$ cat config.mk
export PLATFORM = sky130hd
export DESIGN_NAME = imem_arbiter
export DESIGN_NICKNAME = d
export VERILOG_FILES = /design/src/rtl/imem_arbiter.sv
export SDC_FILE = /design/constraint.sdc
export NUM_CORES = 1
export LEC_CHECK = 0
export CORE_MARGIN = 5
export CORE_UTILIZATION = 22
export DETAILED_ROUTE_END_ITERATION = 6
export HOLD_SLACK_MARGIN = 0.12
export PLACE_DENSITY = 0.9
export SLEW_MARGIN = 20
export SYNTH_ARGS = -nofsm -noshare
export SYNTH_HDL_FRONTEND = slang
export SYNTH_SLANG_ARGS = --single-unit
$ cat constraint.sdc
create_clock -name clk -period 2 [get_ports clk]
set_input_delay 0.5 -clock clk [delete_from_list [all_inputs] [get_ports clk]]
set_output_delay 0.5 -clock clk [all_outputs]
set_load 0.02 [all_outputs]
$ cat src/rtl/imem_arbiter.sv
// Arbitrates the single-port instruction RAM between the fetch stage and the program loader.
// Fetch is held off until loading completes; afterwards the loader has priority with a fetch starvation bound.
module imem_arbiter #(
  parameter int ADDR_SIZE  = 10,
  parameter int WORD_SIZE  = 32,
  parameter int MAX_STREAK = 4
) (
  input  logic                 clk,
  input  logic                 rst,
  input  logic                 if_req,
  input  logic [ADDR_SIZE-1:0] if_addr,
  output logic                 if_gnt,
  output logic                 if_rvalid,
  output logic [WORD_SIZE-1:0] if_rdata,
  input  logic                 ld_req,
  input  logic                 ld_we,
  input  logic [ADDR_SIZE-1:0] ld_addr,
  input  logic [WORD_SIZE-1:0] ld_wdata,
  input  logic                 ld_done,
  output logic                 ld_gnt,
  output logic                 ld_rvalid,
  output logic [WORD_SIZE-1:0] ld_rdata,
  output logic                 running,
  output logic                 mem_en,
  output logic                 mem_we,
  output logic [ADDR_SIZE-1:0] mem_addr,
  output logic [WORD_SIZE-1:0] mem_wdata,
  input  logic [WORD_SIZE-1:0] mem_rdata
);

  typedef enum logic {BOOT, RUN} state_t;

  localparam logic [3:0] STREAK_MAX = 4'(MAX_STREAK);

  state_t     state;
  logic [3:0] streak;

  // Loader wins contention until it has taken STREAK_MAX grants in a row over a waiting fetch.
  always_comb begin
    if_gnt = 1'b0;
    ld_gnt = 1'b0;
    if (state == BOOT) begin
      ld_gnt = ld_req;
    end else if (if_req && ld_req) begin
      if (streak == STREAK_MAX) if_gnt = 1'b1;
      else                      ld_gnt = 1'b1;
    end else begin
      if_gnt = if_req;
      ld_gnt = ld_req;
    end
  end

  assign mem_en    = if_gnt | ld_gnt;
  assign mem_we    = ld_gnt & ld_we;
  assign mem_addr  = ld_gnt ? ld_addr : (if_gnt ? if_addr : '0);
  assign mem_wdata = ld_gnt ? ld_wdata : '0;

  // Both read ports see the RAM output; the per-owner rvalid flops act as the return tag.
  assign if_rdata = mem_rdata;
  assign ld_rdata = mem_rdata;

  always_ff @(posedge clk or posedge rst) begin
    if (rst) begin
      state     <= BOOT;
      running   <= 1'b0;
      streak    <= 4'd0;
      if_rvalid <= 1'b0;
      ld_rvalid <= 1'b0;
    end else begin
      if_rvalid <= if_gnt;
      ld_rvalid <= ld_gnt & ~ld_we;
      if (state == BOOT) begin
        if (ld_done) begin
          state   <= RUN;
          running <= 1'b1;
        end
      end else begin
        if (if_gnt || !if_req)
          streak <= 4'd0;
        else if (ld_gnt && streak != STREAK_MAX)
          streak <= streak + 4'd1;
      end
    end
  end

endmodule
==> impl_metrics.ini, run 1 <==
[run_status]
outcome = finished, violations left
violations = setup timing

[power]
p_int_mw = 0.529
clkPwrFrac_pct = 25.2
power_density_mw_per_mm2 = 387
p_comb_share_pct = 52.2
seq_power_share_pct = 22.6
irDropWorstVdd_v = 0.000143
p_switching_mw = 0.229
p_leak_nw = 0.924
switching_share_pct = 30.2

[synthesis]
synth_cell_type_count = 25
ys_warn_count = 0
synth-compound-area-share_pct = 12.1
seq_area_frac_synth_pct = 16.6
synth_most_common_cell = buf_4
synth-simple-area-share_pct = 23.8
synth.mux.area_fraction_pct = 0.830
synth_top_family_by_area = buffers and inverters
yosys-top-cells-area = buf_4, and2_1, dfrtp_1
syn-cell-area_mm2 = 0.00121
synth-seq-cells = 8
synth_edf_count = 0
syn_inst = 148
synth_xor_area_share_pct = 0
avgSynthCellArea_um2 = 8.15
synth_nets = 240
async_reset_ff_share_pct = 100
ys.flop_type = dfrtp_1
synth_top_area_share_pct = 39.8
yosys-top-cells-count = buf_4, and2_1, a22o_1
synth_area_leader_cell = buf_4
synth_adder_area_share_pct = 2.07

[sta]
tightest_slew_ps = 292
fin_ws_ps = -212
min_period_ps = 2210
setup_viol = 44
slew_violations = 0
slew_headroom_pct = 80.5
setup_tns_ps = -6110
rsz0062_at_grt = yes
period_share_pct = 111
hold_violations = 0
fin_skew_ps = 1.58
fmaxAchievable_mhz = 452

[floorplan]
die_y_um = 84.0
rows = 27
die-area_mm2 = 0.00706
fp.dieW_um = 84.0
coreArea_mm2 = 0.00541
start_util_pct = 22.3
ios = 203

[critical_path]
crit_type = flip-flop to output port
crit_arrival_ps = 1710
start_kind = flip-flop
worst_setup_path_end_kind = output port
critPathMaxFanout = 18
required_ps = 1500

[global_route]
grt_pass1_vias = 1153
grt_first_pass_wirelength_um = 5930
grt_max_degree = 19
antenna_found_initial = 0
grt-ovfl-total = 0
grt_use_total_pct = 10.4

[routing]
drtIter0Drc = 51
vias = 1108
vias_per_cell = 4.04
drc = 0
drt-total-wl_um = 3950
firstDrtPassIters = 4
ant_nets = 0
wire_per_inst_um = 14.4

[clock_tree]
cts.sink_count = 8
path_clk_slew_ps = 40
cts-htree-levels = 1
cts_tree = done
worstSkewPairLatency_ps = 220
numCtsBuffers = 3
clockBufferDepth = 2
cts_root_buf = clkbuf_8

[finish]
ff_latch_area_um2 = 200
design_area_mm2 = 0.00196
nNetsFinal = 296
layout-drive-gt1-share_pct = 39.1
n_antenna_cell = 0
syn_to_final_growth_pct = 62.6
multi_input_area_um2 = 514
n_fill_cell = 540

[worst_hold_path]
hold_path.class = flip-flop to flip-flop

[placed_design]
dpl_cell_area_mm2 = 0.00194
port_buffers = 106
gp_congestion = 0.848
pre_cts_ws_ps = -767
place_hpwl_um = 3180

[run]
drv_cap = 0
power groups by stage:
| stage | Clock, mW | Combinational, mW | Sequential [mW] |
|---|---|---|---|
| CTS | 0.195 | 0.373 | 0.171 |
| global route | 0.206 | 0.419 | 0.172 |
| floorplan | 0 | 0.332 | 0.180 |
| finish | 0.191 | 0.396 | 0.172 |
| global placement | 0 | 0.394 | 0.173 |
| detailed placement | 0 | 0.399 | 0.174 |
metrics by stage:
stage	power, mW	util, %	cells	hold WS [ps]
after global routing	0.797	36.3	274	490
after CTS	0.739	34.4	273	468
after global placement	0.568	35.8	268	446
final	0.758	36.3	274	462
after detailed placement	0.573	35.8	268	459
after floorplan	0.512	-	148	316
final cells by class:
cell class / instances / share of cell area [%]
Clock buffer: 3 / 2.11
Inverter: 4 / 0.766
Multi-Input combinational cell: 66 / 26.2
Sequential cell: 8 / 10.2
Tap cell: 72 / 4.59
Timing Repair Buffer: 121 / 56.1
worst paths after layout:
kind                                       start               endpoint  depth (start not counted)  slack [ps]
min                          running$_DFFE_PP0P_    running$_DFFE_PP0P_                          1         460
min in group asynchronous                    rst  streak[0]$_DFFE_PP0P_                          2         520
max reg2reg                streak[1]$_DFFE_PP0P_    ld_rvalid$_DFF_PP0_                          6         670
max                        streak[1]$_DFFE_PP0P_            mem_addr[3]                          7        -210
min reg2reg                  running$_DFFE_PP0P_    running$_DFFE_PP0P_                          1         460
max in group asynchronous                    rst  streak[1]$_DFFE_PP0P_                          2        1260
worst max-delay path, cell delays in order, from the launching register on:
cell and delay [ps]:
dfrtp_1 370, inv_2 80, ha_4 140, nand3b_4 90, o21a_4 260, buf_12 150
a22o_1 230, buf_2 160
placed cells by master (no fill, tap or decap), drive strengths merged:
cell           instances
nand2b                 2
a22o                  10
nor2b                  2
a21oi                  1
o21ai                  1
dfrtp                  8
a32o                   1
o22ai                  1
o2bb2ai                1
or2                    1
o21a                   1
and2                  33
inv                    4
clkdlybuf4s15          1
nand2                  2
nand3                  2
mux2i                  1
nor2                   1
a21o                   1
dlygate4sd2            3
buf                   59
a2bb2oi                1
clkdlybuf4s50         58
clkbuf                 3
ha                     2
nand3b                 2
layer usage:
layer  vias to the layer above  global-route usage, %  part of all wire (%)
li1                        518                      -                     -
met1                       477                   9.60                    34
met2                        86                   17.5                    49
met3                        27                   5.23                    13
met4                         0                   7.60                   4.5
met5                         -                      0                     0
kinds of logic (layout without fill, tap and decap cells):
| kind of cell | count (synthesis) | after routing |
|---|---|---|
| simple gates | 45 | 45 |
| flops | 8 | 8 |
| fa+ha+maj | 2 | 2 |
| buf+inv | 74 | 128 |
| mux | 1 | 1 |
| compound gates | 18 | 18 |
repair_timing:
action,4_1_cts,5_1_grt
setup endpoints to repair,46,45
gates cloned,1,0
gates resized for setup,204,32
buffers inserted,1,1
pin swaps,2,1
hold buffers,0,0
registers in the layout, summed over array words and instances, names as in the netlist:
signal	flops
state	1
if_rvalid	1
ld_rvalid	1
running	1
streak	4
(Power assumes the default switching activity.)
==> run 2, diff against run 1 <==
--- a/config.mk
+++ b/config.mk
@@ -10,7 +10,9 @@
 export DETAILED_ROUTE_END_ITERATION = 6
 export HOLD_SLACK_MARGIN = 0.12
 export PLACE_DENSITY = 0.9
+export SKIP_CTS_REPAIR_TIMING = 1
 export SLEW_MARGIN = 20
 export SYNTH_ARGS = -nofsm -noshare
 export SYNTH_HDL_FRONTEND = slang
 export SYNTH_SLANG_ARGS = --single-unit
+export TNS_END_PERCENT = 20
==> run 2 against run 1 <==
Effect of this change: the run still ends with setup timing left; setup slack lost 11 ps; cell area shrank 4.3%; clock power is essentially flat; maximum frequency shrank 0.50%; global-route usage shrank 0.96 points; sequential power is essentially flat; non-clock buffer count shrank 2; critical endpoint unchanged; largest power group unchanged.
==> impl_metrics.ini, run 2 (synthesis results as in run 1) <==
[run_status]
violations = setup timing
outcome = finished, violations left

[routing]
route.met2.wl_um = 1940
highest_layer = met4
vias_per_cell = 4.06
wire_per_inst_um = 14.6
drt-total-wl_um = 3960
drt-met1-wl_um = 1380
firstDrtPassIters = 4
drc = 0
ant_nets = 0
wl_met3_um = 471
vias = 1105
drtIter0Drc = 32

[finish]
nNetsFinal = 294
layout-drive-gt1-share_pct = 37.0
n_antenna_cell = 0
syn_to_final_growth_pct = 55.6
mostFrequentLayoutCell = clkdlybuf4s50_1
n_fill_cell = 564
mostFrequentLayoutCells = clkdlybuf4s50_1, buf_2, and2_1, a22o_1, buf_6
largest_register_ffs = 4
regMostFlops = streak

[critical_path]
crit_arrival_ps = 1720
startpoint = streak[1]$_DFFE_PP0P_
critPathMaxFanout = 18
r2r-start = streak[1]$_DFFE_PP0P_
max_stage_delay_ps = 360
slowest_stage = dfrtp_1
worst_setup_path_end_kind = output port
reg2reg_slack_ps = 660
rr_endpoint = ld_rvalid$_DFF_PP0_
required_ps = 1500
start_kind = flip-flop
reg2reg_depth = 6
crit_type = flip-flop to output port
crit_chain = inv_1, ha_2, nand3b_4, o21a_4, buf_12, a22o_1, buf_2

[placed_design]
place_hpwl_um = 3180
pre_cts_ws_ps = -767
port_buffers = 106
gp_congestion = 0.848

[floorplan]
rows = 27
die_y_um = 84.0
die-area_mm2 = 0.00706
start_util_pct = 22.3
ios = 203
fp.dieW_um = 84.0
coreArea_mm2 = 0.00541

[sta]
setup_viol = 44
fin_skew_ps = 1.70
hold_violations = 0
slew_violations = 0
setup_tns_ps = -6790
fin_ws_ps = -224
rsz0062_at_grt = yes
period_share_pct = 111
slew_headroom_pct = 80.4
min_period_ps = 2220
fmaxAchievable_mhz = 450
tightest_slew_ps = 294

[global_route]
grt_use_total_pct = 9.45
antenna_found_initial = 0
grt-ovfl-total = 0
grt_first_pass_wirelength_um = 5440
grt_max_degree = 36
grt_pass1_vias = 1087

[clock_tree]
numCtsBuffers = 3
cts_tree = done
cts.sink_count = 8
path_clk_slew_ps = 40
cts_root_buf = clkbuf_8
cts-htree-levels = 1
clockBufferDepth = 2
worstSkewPairLatency_ps = 230

[power]
p_leak_nw = 0.915
power_density_mw_per_mm2 = 392
irDropWorstVdd_v = 0.000141

[run]
drv_cap = 0

[worst_hold_path]
min-delay-start = running$_DFFE_PP0P_
min_delay_path_depth = 1
hold_path.class = flip-flop to flip-flop
min_to = running$_DFFE_PP0P_
-- run 2: cell count changes in the layout (fill, tap and decap cells not counted), sizes merged --
cell           before  now
buf                59   50
clkbuf              3   11
dlygate4sd2         3    0
dlymetal6s2s        0    3
clkdlybuf4s15       1    0
-- run 2: metal layers --
| metal | up-vias | track usage [%] |
|---|---|---|
| met2 | 85 | 15.9 |
| met5 | - | 0 |
| met1 | 479 | 8.83 |
| li1 | 514 | - |
| met3 | 27 | 4.64 |
| met4 | 0 | 6.73 |
-- run 2: report_power, final --
part           leakage, nW  total, mW  switching (mW)  internal [mW]
Sequential           0.101      0.171         0.00265          0.169
Combinational        0.792      0.373           0.161          0.212
Clock               0.0216      0.192          0.0619          0.130
-- run 2: metrics by stage --
| step | power [mW] | util [%] | cell area [um2] | hold slack (ps) | cells |
|---|---|---|---|---|---|
| after floorplan | 0.512 | - | 1210 | 316 | 148 |
| after global placement | 0.568 | 35.8 | 1940 | 446 | 268 |
| after detailed placement | 0.573 | 35.8 | 1940 | 459 | 268 |
| after CTS | 0.766 | 36.6 | 1980 | 468 | 271 |
| after global routing | 0.775 | 34.7 | 1880 | 490 | 272 |
| final | 0.736 | 34.7 | 1880 | 464 | 272 |
-- run 2: critical path, delay by kind of cell, from the launching register on --
family,cells,cell delay (ps)
compound gates,2,460
fa+ha+maj,1,190
buf+inv,3,390
flops,1,360
simple gates,1,90
-- run 2: layout make-up --
cell class              count  area [um2]  share of cell area [%]
well taps                  72        90.1                    4.80
repair buffers            119        1030                    54.8
flip-flops and latches      8         200                    10.7
inverters                   4        15.0                   0.800
clock buffers               3        41.3                    2.20
multi-input cells          66         502                    26.7
-- run 2: worst max path at each step --
stage / end / depth (start not counted)
after floorplan: mem_addr[4] / 7
after global routing: mem_addr[7] / 7
final: mem_addr[3] / 7
after detailed placement: mem_addr[7] / 6
after CTS: mem_addr[7] / 6
after global placement: mem_addr[7] / 6
